## config.mk

```make
export PLATFORM = sky130hd
export DESIGN_NAME = seg7_scan_to_bcd_flat
export DESIGN_NICKNAME = d
export VERILOG_FILES = /design/src/rtl/seg7_scan_to_bcd_if.sv /design/src/rtl/seg7_scan_to_bcd.sv /design/src/flat_wrapper.sv
export SDC_FILE = /design/constraint.sdc
export NUM_CORES = 1
export LEC_CHECK = 0
export ABC_AREA = 1
export CAP_MARGIN = 20
export CORE_ASPECT_RATIO = 2
export CORE_MARGIN = 4
export CORE_UTILIZATION = 25
export CTS_BUF_LIST = sky130_fd_sc_hd__clkbuf_16
export DETAILED_ROUTE_END_ITERATION = 7
export HOLD_SLACK_MARGIN = 0.06
export PLACE_DENSITY = 0.51
export SLEW_MARGIN = 20
export SYNTH_ARGS = -nofsm -noshare
export SYNTH_HDL_FRONTEND = slang
export SYNTH_SLANG_ARGS = --single-unit
```

## constraint.sdc

```tcl
create_clock -name clk -period 2.6 [get_ports clk]
set_clock_uncertainty 0.1 [all_clocks]
set_input_delay 0.52 -clock clk [delete_from_list [all_inputs] [get_ports clk]]
set_output_delay 0.52 -clock clk [all_outputs]
set_load 0.005 [all_outputs]
```

## src/rtl/seg7_scan_to_bcd_if.sv

```systemverilog
// Bundle for the multiplexed 7-segment bus and the decoded-frame handshake.
// The slave side is the receiver (decoder). The master side drives the bus and consumes the frames.
interface seg7_scan_to_bcd_if;
  logic [6:0]  seg;
  logic [3:0]  dig_sel;
  logic        out_valid;
  logic        out_ready;
  logic [15:0] out_bcd;
  logic [3:0]  out_err;
  logic [3:0]  out_blank;
  logic        out_ovr;

  modport slave (
    input  seg, dig_sel, out_ready,
    output out_valid, out_bcd, out_err, out_blank, out_ovr
  );

  modport master (
    output seg, dig_sel, out_ready,
    input  out_valid, out_bcd, out_err, out_blank, out_ovr
  );
endinterface

```

## src/rtl/seg7_scan_to_bcd.sv

```systemverilog
// Loopback receiver for a scanned 4-digit 7-segment display.
// It waits for each {segment, select} pair to stay stable, then decodes it back to BCD.
// When all four digit slots are filled, it delivers one frame over a valid/ready handshake.
module seg7_scan_to_bcd #(
  parameter int STABLE_CYCLES = 4
) (
  input  logic               clk,
  input  logic               rst_n,
  seg7_scan_to_bcd_if.slave  bus
);
  localparam int         NUM_DIGITS = 4;
  localparam logic [7:0] STABLE     = 8'(STABLE_CYCLES);

  typedef enum logic {SETTLE = 1'b0, LOCKED = 1'b1} state_t;

  state_t                         state, state_nxt;
  logic [10:0]                    din, smp;
  logic                           changed;
  logic [7:0]                     cnt;
  logic                           accept;
  logic [NUM_DIGITS-1:0]          wr;
  logic [5:0]                     dec;
  logic [NUM_DIGITS-1:0][3:0]     slot_bcd;
  logic [NUM_DIGITS-1:0]          slot_err, slot_blank, seen;
  logic                           valid_q, ovr_q, pend_ovr;
  logic [15:0]                    bcd_q;
  logic [3:0]                     err_q, blank_q;

  // Decoded digit packed as {blank, err, nibble}.
  function automatic logic [5:0] decode(input logic [6:0] s);
    case (s)
      7'h7E:   decode = {2'b00, 4'd0};
      7'h30:   decode = {2'b00, 4'd1};
      7'h6D:   decode = {2'b00, 4'd2};
      7'h79:   decode = {2'b00, 4'd3};
      7'h33:   decode = {2'b00, 4'd4};
      7'h5B:   decode = {2'b00, 4'd5};
      7'h5F:   decode = {2'b00, 4'd6};
      7'h70:   decode = {2'b00, 4'd7};
      7'h7F:   decode = {2'b00, 4'd8};
      7'h7B:   decode = {2'b00, 4'd9};
      7'h00:   decode = {2'b10, 4'hF};
      default: decode = {2'b01, 4'hF};
    endcase
  endfunction

  assign din     = {bus.seg, bus.dig_sel};
  assign changed = (din != smp);
  assign dec     = decode(smp[10:4]);

  // Bus sample register plus a saturating run-length counter of identical samples.
  always_ff @(posedge clk or negedge rst_n) begin
    if (!rst_n) begin
      smp <= '0;
      cnt <= '0;
    end else begin
      smp <= din;
      if (changed)          cnt <= 8'd1;
      else if (cnt < STABLE) cnt <= cnt + 8'd1;
    end
  end

  // FSM state register.
  always_ff @(posedge clk or negedge rst_n) begin
    if (!rst_n) state <= SETTLE;
    else        state <= state_nxt;
  end

  // Next state: any bus change re-arms the FSM. A single accept locks it until the next change.
  always_comb begin
    state_nxt = state;
    if (changed)     state_nxt = SETTLE;
    else if (accept) state_nxt = LOCKED;
  end

  // FSM outputs: one accept pulse per stable one-hot pair, steered to its digit slot.
  always_comb begin
    accept = (state == SETTLE) && (cnt == STABLE) && $onehot(smp[3:0]);
    wr     = accept ? smp[3:0] : '0;
  end

  // Digit slots. Re-accepting a slot overwrites it, so the last value wins.
  always_ff @(posedge clk or negedge rst_n) begin
    if (!rst_n) begin
      slot_bcd   <= '0;
      slot_err   <= '0;
      slot_blank <= '0;
    end else begin
      for (int i = 0; i < NUM_DIGITS; i++) begin
        if (wr[i]) begin
          slot_bcd[i]   <= dec[3:0];
          slot_err[i]   <= dec[4];
          slot_blank[i] <= dec[5];
        end
      end
    end
  end

  // Frame assembly and output register.
  // A full frame either loads into the output or is dropped and flagged for the next delivered frame.
  always_ff @(posedge clk or negedge rst_n) begin
    if (!rst_n) begin
      seen     <= '0;
      valid_q  <= 1'b0;
      bcd_q    <= '0;
      err_q    <= '0;
      blank_q  <= '0;
      ovr_q    <= 1'b0;
      pend_ovr <= 1'b0;
    end else if (&seen) begin
      seen <= wr;
      if (!valid_q || bus.out_ready) begin
        valid_q  <= 1'b1;
        bcd_q    <= slot_bcd;
        err_q    <= slot_err;
        blank_q  <= slot_blank;
        ovr_q    <= pend_ovr;
        pend_ovr <= 1'b0;
      end else begin
        pend_ovr <= 1'b1;
      end
    end else begin
      seen <= seen | wr;
      if (valid_q && bus.out_ready) valid_q <= 1'b0;
    end
  end

  assign bus.out_valid = valid_q;
  assign bus.out_bcd   = bcd_q;
  assign bus.out_err   = err_q;
  assign bus.out_blank = blank_q;
  assign bus.out_ovr   = ovr_q;
endmodule
```

## src/flat_wrapper.sv

```systemverilog
// flat-port wrapper written by rule: the top's interface ports become plain ports
module seg7_scan_to_bcd_flat 
#(
  parameter int STABLE_CYCLES = 4
)
  (clk, rst_n, bus_seg, bus_dig_sel, bus_out_ready, bus_out_valid, bus_out_bcd, bus_out_err, bus_out_blank, bus_out_ovr);
  seg7_scan_to_bcd_if bus_i ();
  input  logic clk;
  input  logic rst_n;
  input wire logic [$bits(bus_i.seg)-1:0] bus_seg;
  input wire logic [$bits(bus_i.dig_sel)-1:0] bus_dig_sel;
  input wire logic [$bits(bus_i.out_ready)-1:0] bus_out_ready;
  output wire logic [$bits(bus_i.out_valid)-1:0] bus_out_valid;
  output wire logic [$bits(bus_i.out_bcd)-1:0] bus_out_bcd;
  output wire logic [$bits(bus_i.out_err)-1:0] bus_out_err;
  output wire logic [$bits(bus_i.out_blank)-1:0] bus_out_blank;
  output wire logic [$bits(bus_i.out_ovr)-1:0] bus_out_ovr;
  assign bus_i.seg = bus_seg;
  assign bus_i.dig_sel = bus_dig_sel;
  assign bus_i.out_ready = bus_out_ready;
  assign bus_out_valid = bus_i.out_valid;
  assign bus_out_bcd = bus_i.out_bcd;
  assign bus_out_err = bus_i.out_err;
  assign bus_out_blank = bus_i.out_blank;
  assign bus_out_ovr = bus_i.out_ovr;
  seg7_scan_to_bcd #(.STABLE_CYCLES(STABLE_CYCLES)) u_core (.clk(clk), .rst_n(rst_n), .bus(bus_i));
endmodule
```

==> results.cfg, run 1 <==
[detailed_routing]
routed_wirelength_mm = 7.29
drt_first_pass_iters = 5
remaining_drc_errors = 0
drt_iter0_markers = 88
antenna_violating_nets_left = 0
post_drt_via_cell_ratio = 4.28
wl_per_cell_microns = 12.4
route.vias.total = 2511

[global_routing]
globalRouteTotalUtil_pct = 10.6
antenna_violations_before_repair = 0
grt_first_pass_wirelength_mm = 12.2
grt_use_met2_pct = 19.1
pin_count_of_the_biggest_net_entering_global_routing = 48
globalRouteMet3Util_pct = 2.57
gr-usage-met1_pct = 11.3
grt.overflow.total = 0
top_usage_layer = met2
grt_pass1_vias = 2532

[synth]
yosys.area.top_type_share_pct = 57.3
synth.yosys.seq_area_share_pct = 57.3
post_synth_design_cell_area_sq_um = 3280
postSynthCellCount = 383
synthesized_net_count = 403
synth.top_cells.by_count = sky130_fd_sc_hd__nand2_1, sky130_fd_sc_hd__dfrtp_1, sky130_fd_sc_hd__nor2_1, sky130_fd_sc_hd__inv_1, sky130_fd_sc_hd__nand3_1
post-synth-top-count-cell = sky130_fd_sc_hd__nand2_1
synth_seq_cells = 75
post_synth.cell_area_avg_sq_um = 8.56
yosys.area.top_type = sky130_fd_sc_hd__dfrtp_1
synth_flop_cell = sky130_fd_sc_hd__dfrtp_1
synth.distinct_cells = 23
yosys_warnings = 0
synth_edf_count = 0
synthArstFlopShare_pct = 100
synth.area.top_cells = sky130_fd_sc_hd__dfrtp_1, sky130_fd_sc_hd__nand2_1, sky130_fd_sc_hd__nor2_1

[final_layout]
area.growth.synth_to_final_pct = 27.2
fraction_of_layout_cells_with_a_size_suffix_above_1_pct = 8.97
finish.cell_count_without_fillers = 587
multiInputGateArea_sq_um = 1290
antennaDiodeCount = 0
layout.core_utilization_pct = 32.3
design.final.nets = 452
fill_cells = 1316
ff_latch_area_sq_um = 1880

[power]
power.combinational.fraction_pct = 4.9
cellPowerDensity_nw_per_um2 = 603
power.leakage_nw = 2.12
share_seq_of_total_power_pct = 47.5
post-layout-total-power_mw = 2.51
power.share.switching_pct = 22.1
intPower_mw = 1.96
peakVddDrop_mv = 0.370
netSwitchingPower_mw = 0.555
pwr-share-clk_pct = 47.6

[worst_setup_path]
worst_ep_arrival_time_ns = 2.55
critPathMaxFanout = 9
setup.worst_path.end_class = flip-flop
cp-endpoint = u_core.slot_blank[1]
critPathKind = flip-flop to flip-flop
reg2reg_end = u_core.slot_blank[1]
critical_path.startpoint_type = flip-flop
worst-r2r-cell-count = 9
cp.required_ns = 2.71
setup.reg_to_reg.worst_slack_ns = 0.16
worstSetupStartpoint = u_core.smp[0]
r2r-start = u_core.smp[0]

[clock_network]
clk_pin_slew_worst_paths_ns = 0.06
cts_htree_levels = 3
clk_root_buffer_cell = sky130_fd_sc_hd__clkbuf_16
cts.path.max_buffers = 2
clk-insertion-delay-late_ns = 0.33
tritoncts = done
cts.repair_timing.setup_buffer_count = 0
clkSinkCount = 75
numCtsBuffers = 9

[sta]
maxClockFrequency_mhz = 410
timing_worst_slew_pin_value_ns = 0.472
final-max-slew-violation-count = 0
final_min_period_over_clock_period_pct = 93.9
max-slew-margin-rel_pct = 68.3
hold_viol = 0
min_period_ns = 2.44
final-setup-viol-count = 0
timing.final.ws_setup_ns = 0.159

[die]
design.die.area_sq_um = 15100
row_count = 59
initial_core_util_pct = 25.4
die_h_microns = 170
fp.dieW_microns = 89.0
coreArea_sq_um = 12900
design.portCount = 40

[placement]
gp_congestion = 0.818
dp_hpwl_mm = 5.51
place_worst_setup_slack_ns = 0.0802
numPortBuffers = 39
dp_cells = 572

[run_status]
status = completed

[hold_path]
min-delay-path-class = flip-flop to flip-flop

[run]
maxCapViolations = 0
layer usage:
metal,vias up,wire [microns]
met4,0,144
li1,1279,-
met1,1183,2840
met3,7,230
met2,42,4080
met5,-,0
placed cells by master (no fill, tap or decap):
master	Yosys	final
sky130_fd_sc_hd__fa_1	1	1
sky130_fd_sc_hd__nand2_2	5	5
sky130_fd_sc_hd__nand4_1	1	1
sky130_fd_sc_hd__clkinv_2	0	2
sky130_fd_sc_hd__inv_1	24	23
sky130_fd_sc_hd__clkdlybuf4s50_1	0	38
sky130_fd_sc_hd__nor3_1	6	6
sky130_fd_sc_hd__clkbuf_16	0	9
sky130_fd_sc_hd__nand3b_1	3	3
sky130_fd_sc_hd__nand2_1	172	172
sky130_fd_sc_hd__nor3b_1	2	2
sky130_fd_sc_hd__dfrtp_1	75	75
sky130_fd_sc_hd__nor2_1	30	30
sky130_fd_sc_hd__ha_1	5	5
sky130_fd_sc_hd__or2_2	2	2
sky130_fd_sc_hd__buf_4	0	3
sky130_fd_sc_hd__o21ai_0	9	8
sky130_fd_sc_hd__bufinv_16	0	1
sky130_fd_sc_hd__a21oi_1	6	6
sky130_fd_sc_hd__inv_2	3	4
sky130_fd_sc_hd__xor2_1	7	7
sky130_fd_sc_hd__buf_12	0	1
sky130_fd_sc_hd__clkinv_4	0	1
sky130_fd_sc_hd__nand3_4	1	2
sky130_fd_sc_hd__xnor2_1	3	3
sky130_fd_sc_hd__dlygate4sd3_1	0	1
sky130_fd_sc_hd__nand3_2	3	3
sky130_fd_sc_hd__clkinvlp_4	0	1
sky130_fd_sc_hd__o21ai_1	4	5
sky130_fd_sc_hd__nor2_2	5	5
sky130_fd_sc_hd__nand3_1	11	10
flip-flops by register name (all words and copies together), names as in the netlist:
signal and flops:
u_core.bus.out_valid 1, u_core.bus.out_err 4, u_core.slot_err 4, u_core.smp 11
u_core.slot_blank 4, u_core.state 1, u_core.slot_bcd 16, u_core.cnt 8
u_core.bus.out_bcd 16, u_core.bus.out_blank 4, u_core.bus.out_ovr 1, u_core.seen 4
u_core.pend_ovr 1
per-stage QoR:
step | cell area (sq um) | TNS (ns) | hold slack [ns]
2_1_floorplan | 3280 | 0 | 0.124
3_3_place_gp | 3870 | 0 | 0.355
3_5_place_dp | 3870 | 0 | 0.360
4_1_cts | 4160 | 0 | 0.375
5_1_grt | 4170 | -0.00478 | 0.393
6_report | 4170 | 0 | 0.368
how the worst min path moves through the flow:
stage                                  from                 endpoint  slack (ns)  cells past startpoint
floorplan                             rst_n    u_core.bus.out_bcd[0]        0.12                      0
global placement     u_core.bus.out_bcd[12]   u_core.bus.out_bcd[12]        0.35                      2
detailed placement   u_core.bus.out_bcd[14]   u_core.bus.out_bcd[14]        0.36                      2
CTS                 u_core.bus.out_blank[3]  u_core.bus.out_blank[3]        0.37                      2
global route        u_core.bus.out_blank[0]  u_core.bus.out_blank[0]        0.39                      2
finish               u_core.bus.out_bcd[14]   u_core.bus.out_bcd[14]        0.37                      2
logic make-up after synthesis:
logic type,count (synthesis),synth area share [%]
fa+ha+maj,6,2.52
flops,75,57.3
compound gates,19,2.90
xor+xnor,10,2.67
buf+inv,32,3.85
simple gates,241,30.8
power by group through the flow:
| stage | clock network [mW] | logic (mW) | registers (mW) |
|---|---|---|---|
| 2_1_floorplan | 0 | 0.0594 | 1.21 |
| 3_3_place_gp | 0 | 0.124 | 1.21 |
| 3_5_place_dp | 0 | 0.126 | 1.21 |
| 4_1_cts | 1.24 | 0.127 | 1.19 |
| 5_1_grt | 1.28 | 0.141 | 1.19 |
| 6_report | 1.20 | 0.123 | 1.19 |
area by class of cell:
cell class / count / share of cell area [%]
clock buffers: 9 / 5.40
clock inverters: 5 / 1.35
inverters: 27 / 2.43
multi-input cells: 276 / 30.9
flip-flops and latches: 75 / 45.0
well taps: 152 / 4.56
repair buffers: 43 / 10.4
critical path, cell delays in order (launching register included):
cell and delay, ns:
sky130_fd_sc_hd__dfrtp_1 0.44, sky130_fd_sc_hd__ha_1 0.32, sky130_fd_sc_hd__ha_1 0.19, sky130_fd_sc_hd__fa_1 0.46, sky130_fd_sc_hd__nor3_1 0.18, sky130_fd_sc_hd__nand2_1 0.11
sky130_fd_sc_hd__inv_2 0.13, sky130_fd_sc_hd__nand3_2 0.20, sky130_fd_sc_hd__nand2_1 0.11, sky130_fd_sc_hd__o21ai_0 0.07
repair_timing:
action	CTS	global route
hold buffers	1	0
hold endpoints to repair	28	0
setup endpoints to repair	0	9
resized for setup	0	4
No activity file was read; power rests on OpenSTA's default activity.
==> run 2, diff against run 1 <==
MAX_ROUTING_LAYER = met4   (was not set)
==> run 2 against run 1 <==
Effect of this change:
- hold slack is essentially flat
- global-route usage grew 0.31 points
- non-clock buffer count is the same
- critical path depth is the same
- first-iteration DRC count grew 8.0%
- sequential share of layout area is the same
- via count is essentially flat
- clock power is essentially flat
- final cell count is the same
- largest cell class unchanged
- largest power group unchanged
==> results.cfg, run 2 (synthesis gave the netlist of run 1 again) <==
[sta]
final-setup-viol-count = 0
max-slew-margin-rel_pct = 68.3
maxClockFrequency_mhz = 410
hold_viol = 0
final_min_period_over_clock_period_pct = 93.7
finalHoldWorstSlack_ns = 0.368
timing_worst_slew_pin_value_ns = 0.472
final-max-slew-violation-count = 0
min_period_ns = 2.44

[placement]
gp_congestion = 0.830
numPortBuffers = 39
dp_hpwl_mm = 5.51
dpl_cell_area_sq_um = 3870

[detailed_routing]
route.vias.total = 2510
post_drt_via_cell_ratio = 4.28
remaining_drc_errors = 0
drt_iter0_markers = 95
wl_per_cell_microns = 12.4
antenna_violating_nets_left = 0
drt_first_pass_iters = 4
routed_wirelength_mm = 7.27

[die]
coreArea_sq_um = 12900
die_h_microns = 170
initial_core_util_pct = 25.4
fp.dieW_microns = 89.0
design.portCount = 40
design.die.area_sq_um = 15100
row_count = 59

[worst_setup_path]
critical_path.startpoint_type = flip-flop
cp.required_ns = 2.71
setup.worst_path.end_class = flip-flop
worst_ep_arrival_time_ns = 2.55
critPathMaxFanout = 9
critPathKind = flip-flop to flip-flop
worstSetupStartpoint = u_core.smp[0]
r2r-start = u_core.smp[0]

[final_layout]
area.growth.synth_to_final_pct = 27.2
design.final.nets = 452
final_area_sq_um = 4170
fraction_of_layout_cells_with_a_size_suffix_above_1_pct = 8.97
layout_commonest_cell = sky130_fd_sc_hd__nand2_1
final_cell_mix = sky130_fd_sc_hd__nand2_1, sky130_fd_sc_hd__dfrtp_1, sky130_fd_sc_hd__clkdlybuf4s50_1
antennaDiodeCount = 0

[run_status]
status = completed

[clock_network]
cts_htree_levels = 3
clkSinkCount = 75
numCtsBuffers = 9
clk-insertion-delay-late_ns = 0.33
cts.path.max_buffers = 2
tritoncts = done
clk_root_buffer_cell = sky130_fd_sc_hd__clkbuf_16
clk_pin_slew_worst_paths_ns = 0.06

[global_routing]
grt_first_pass_wirelength_mm = 12.2
grt_pass1_vias = 2543
antenna_violations_before_repair = 0
pin_count_of_the_biggest_net_entering_global_routing = 48
globalRouteTotalUtil_pct = 10.9
grt.overflow.total = 0

[power]
power.leakage_nw = 2.12
peakVddDrop_mv = 0.370
cellPowerDensity_nw_per_um2 = 603

[hold_path]
hp-start = u_core.bus.out_bcd[14]
min-delay-path-class = flip-flop to flip-flop

[run]
maxCapViolations = 0
## run 2: routing by layer
metal / up-vias / global-route usage (%) / share of wire, % / wire length [microns]
met5: - / - / 0 / 0
met4: 0 / 4.67 / 2.2 / 158
met3: 9 / 2.62 / 3.3 / 243
met2: 39 / 19.1 / 56 / 4060
met1: 1182 / 11.2 / 39 / 2810
li1: 1280 / - / - / -
## run 2: timing repair
action | in CTS | in global routing
resized for setup | 0 | 4
setup buffers | 0 | 0
hold buffers | 1 | 0
endpoints found under the hold margin | 28 | 0
endpoints found under the setup margin | 0 | 9
## run 2: layout make-up
class	instances	area [sq um]
Timing Repair Buffer	43	433
Tap cell	152	190
Sequential cell	75	1880
Clock buffer	9	225
Clock inverter	5	56.3
Multi-Input combinational cell	276	1290
Inverter	27	101
Fill cell	1316	8750
## run 2: path summary, 6_finish.rpt
kind / slack, ns / depth (start not counted) / to
worst max-delay path: 0.16 / 9 / u_core.slot_blank[1]
worst min-delay path: 0.37 / 2 / u_core.bus.out_bcd[14]
worst max register to register: 0.16 / 9 / u_core.slot_blank[1]
worst min register to register: 0.37 / 2 / u_core.bus.out_bcd[14]
max in group asynchronous: 1.25 / 3 / u_core.slot_bcd[3]
min in group asynchronous: 0.57 / 2 / u_core.bus.out_blank[0]
## run 2: power breakdown
group / leakage, nW / internal (mW) / switching, mW / total, mW
Sequential: 1.01 / 1.18 / 0.0152 / 1.19
Clock: 0.137 / 0.730 / 0.467 / 1.20
Combinational: 0.969 / 0.0512 / 0.0724 / 0.124
Total: 2.12 / 1.96 / 0.554 / 2.51
## run 2: through the flow
stage	setup WS (ns)	setup TNS (ns)	total power [mW]	std cells	utilization, %
after detailed placement	0.0802	0	1.34	572	29.9
final	0.163	0	2.51	587	32.3
after global routing	-0.00303	-0.00303	2.62	587	32.3
after global placement	0.158	0	1.34	572	29.9
after floorplan	0.317	0	1.27	383	-
after CTS	0.0599	0	2.56	587	32.2
## run 2: worst max-delay path, stage by stage (launching register included)
cell and delay (ns):
sky130_fd_sc_hd__dfrtp_1 0.44, sky130_fd_sc_hd__ha_1 0.32, sky130_fd_sc_hd__ha_1 0.19, sky130_fd_sc_hd__fa_1 0.46
sky130_fd_sc_hd__nor3_1 0.18, sky130_fd_sc_hd__nand2_1 0.11, sky130_fd_sc_hd__inv_2 0.13, sky130_fd_sc_hd__nand3_2 0.20
sky130_fd_sc_hd__nand2_1 0.11, sky130_fd_sc_hd__o21ai_0 0.07
==> run 3, diff against run 2 <==
CORE_UTILIZATION = 35   (was 25)
PLACE_DENSITY = 0.63   (was 0.51)
==> run 3 against run 2 <==
Effect of this change:
- critical path depth did not move
- hold slack worse by 0.26 ns
- fmax decreased by 0.79%
- utilization rose by 14 points
- global-route usage grew 3.1 points
- clock-buffer cell count unchanged
- clock power up 6%
- final cell count decreased by 8.5%
- critical path type unchanged
==> results.cfg, run 3 (synthesis gave the netlist of run 1 again) <==
[run_status]
status = completed

[die]
design.die.area_sq_um = 11100
fp.dieW_microns = 76.4
initial_core_util_pct = 36.1
row_count = 49
die_h_microns = 145
design.portCount = 40
coreArea_sq_um = 9070

[worst_setup_path]
setup.reg_to_reg.worst_slack_ns = 0.14
cp_top_family = adder cells
setup.worst_path.end_class = flip-flop
cp.required_ns = 2.70
critical-path-max-stage-delay_ns = 0.47
worst-path-buf-inv = 1
worst_ep_arrival_time_ns = 2.56
crit_chain = ha_1, ha_1, fa_1, nor3_1, nand2_1, inv_4, nand3_4, nand2_1, o21ai_0
crit_slowest_cell = sky130_fd_sc_hd__fa_1
critical_path.startpoint_type = flip-flop
critPathKind = flip-flop to flip-flop
critPathMaxFanout = 9

[sta]
min_period_ns = 2.46
timing.final.ws_setup_ns = 0.144
final-setup-viol-count = 0
final_min_period_over_clock_period_pct = 94.5
finalHoldWorstSlack_ns = 0.103
final-max-slew-violation-count = 0
timing_worst_slew_pin_value_ns = 0.436
maxClockFrequency_mhz = 407
hold_viol = 0
max-slew-margin-rel_pct = 70.7

[detailed_routing]
route.vias.total = 2511
drt_first_pass_iters = 4
routed_wirelength_mm = 6.69
remaining_drc_errors = 0
antenna_violating_nets_left = 0
post_drt_via_cell_ratio = 4.68
drt_iter0_markers = 187
wl_per_cell_microns = 12.5

[power]
power.combinational.fraction_pct = 4.8
peakVddDrop_mv = 0.324
netSwitchingPower_mw = 0.536
power.leakage_nw = 2.13
share_seq_of_total_power_pct = 46.0
intPower_mw = 2.06
pwr-share-clk_pct = 49.1
cellPowerDensity_nw_per_um2 = 623
power.share.switching_pct = 20.7

[placement]
place_worst_setup_slack_ns = 0.0825
dp_hpwl_mm = 4.98
numPortBuffers = 39
gp_congestion = 0.856

[clock_network]
clkSinkCount = 75
clk-insertion-delay-late_ns = 0.33
tritoncts = done
cts_htree_levels = 3
numCtsBuffers = 9
clk_root_buffer_cell = sky130_fd_sc_hd__clkbuf_16
clk_pin_slew_worst_paths_ns = 0.06
cts.path.max_buffers = 2

[global_routing]
globalRouteTotalUtil_pct = 13.9
grt_pass1_vias = 2497
grt.overflow.total = 0
grt_first_pass_wirelength_mm = 11.7
pin_count_of_the_biggest_net_entering_global_routing = 76
antenna_violations_before_repair = 0

[final_layout]
antennaDiodeCount = 0
final_cell_mix = sky130_fd_sc_hd__nand2_1, sky130_fd_sc_hd__dfrtp_1, sky130_fd_sc_hd__clkdlybuf4s50_1
layout_commonest_cell = sky130_fd_sc_hd__nand2_1
area.growth.synth_to_final_pct = 27.0
fraction_of_layout_cells_with_a_size_suffix_above_1_pct = 10.8
design.final.nets = 450

[run]
maxCapViolations = 0

[hold_path]
min-delay-path-class = input pin to asynchronous set/reset pin
[run 3: final cells by class]
cell class,count,area (sq um)
Inverter,27,104
Timing Repair Buffer,41,413
Tap cell,102,128
Clock buffer,9,225
Multi-Input combinational cell,276,1330
Clock inverter,7,83.8
Sequential cell,75,1880
Fill cell,897,4910
[run 3: path summary, 6_finish.rpt]
| kind | from | to | depth (start not counted) |
|---|---|---|---|
| setup reg to reg | u_core.smp[2] | u_core.slot_blank[1] | 9 |
| hold / removal | rst_n | u_core.smp[9] | 2 |
| max in group asynchronous | rst_n | u_core.smp[0] | 2 |
| setup / recovery | u_core.smp[2] | u_core.slot_blank[1] | 9 |
| min in group clk | u_core.bus.out_err[3] | u_core.bus.out_err[3] | 2 |
| hold reg to reg | u_core.bus.out_err[3] | u_core.bus.out_err[3] | 2 |
[run 3: power by group through the flow]
stage                     clock network [mW]  logic, mW  registers, mW
after CTS                               1.32      0.125           1.19
after floorplan                            0     0.0594           1.21
after global placement                     0      0.122           1.21
final                                   1.27      0.126           1.19
after detailed placement                   0      0.125           1.21
after global routing                    1.36      0.143           1.20
[run 3: timing repair]
item / 4_1_cts / 5_1_grt
setup endpoints to repair: 0 / 25
buffers inserted: 0 / 0
gates resized for setup: 0 / 15
hold buffers: 0 / 0
[run 3: stage by stage]
| stage | util, % | cell area, sq um | TNS [ns] | cells | power, mW |
|---|---|---|---|---|---|
| 5_1_grt | 45.9 | 4160 | -0.00596 | 537 | 2.70 |
| 3_3_place_gp | 41.8 | 3790 | 0 | 521 | 1.33 |
| 4_1_cts | 45.2 | 4100 | 0 | 537 | 2.63 |
| 3_5_place_dp | 41.8 | 3790 | 0 | 521 | 1.34 |
| 6_report | 45.9 | 4160 | 0 | 537 | 2.60 |
| 2_1_floorplan | - | 3280 | 0 | 383 | 1.27 |
[run 3: routing by layer]
metal / vias up / routed length [microns] / track usage (%)
li1: 1282 / - / -
met1: 1171 / 2530 / 14.0
met2: 47 / 3800 / 25.2
met3: 11 / 209 / 3.28
met4: 0 / 157 / 6.88
met5: - / 0 / -
[run 3: worst register-to-register path: cells and delay by family, from the launching register on]
kind | cells | cell delay, ns
buffers and inverters | 1 | 0.14
adders and majority gates | 3 | 1.01
DFF | 1 | 0.44
and+or+nand+nor | 4 | 0.56
AOI/OAI and AO/OA | 1 | 0.07
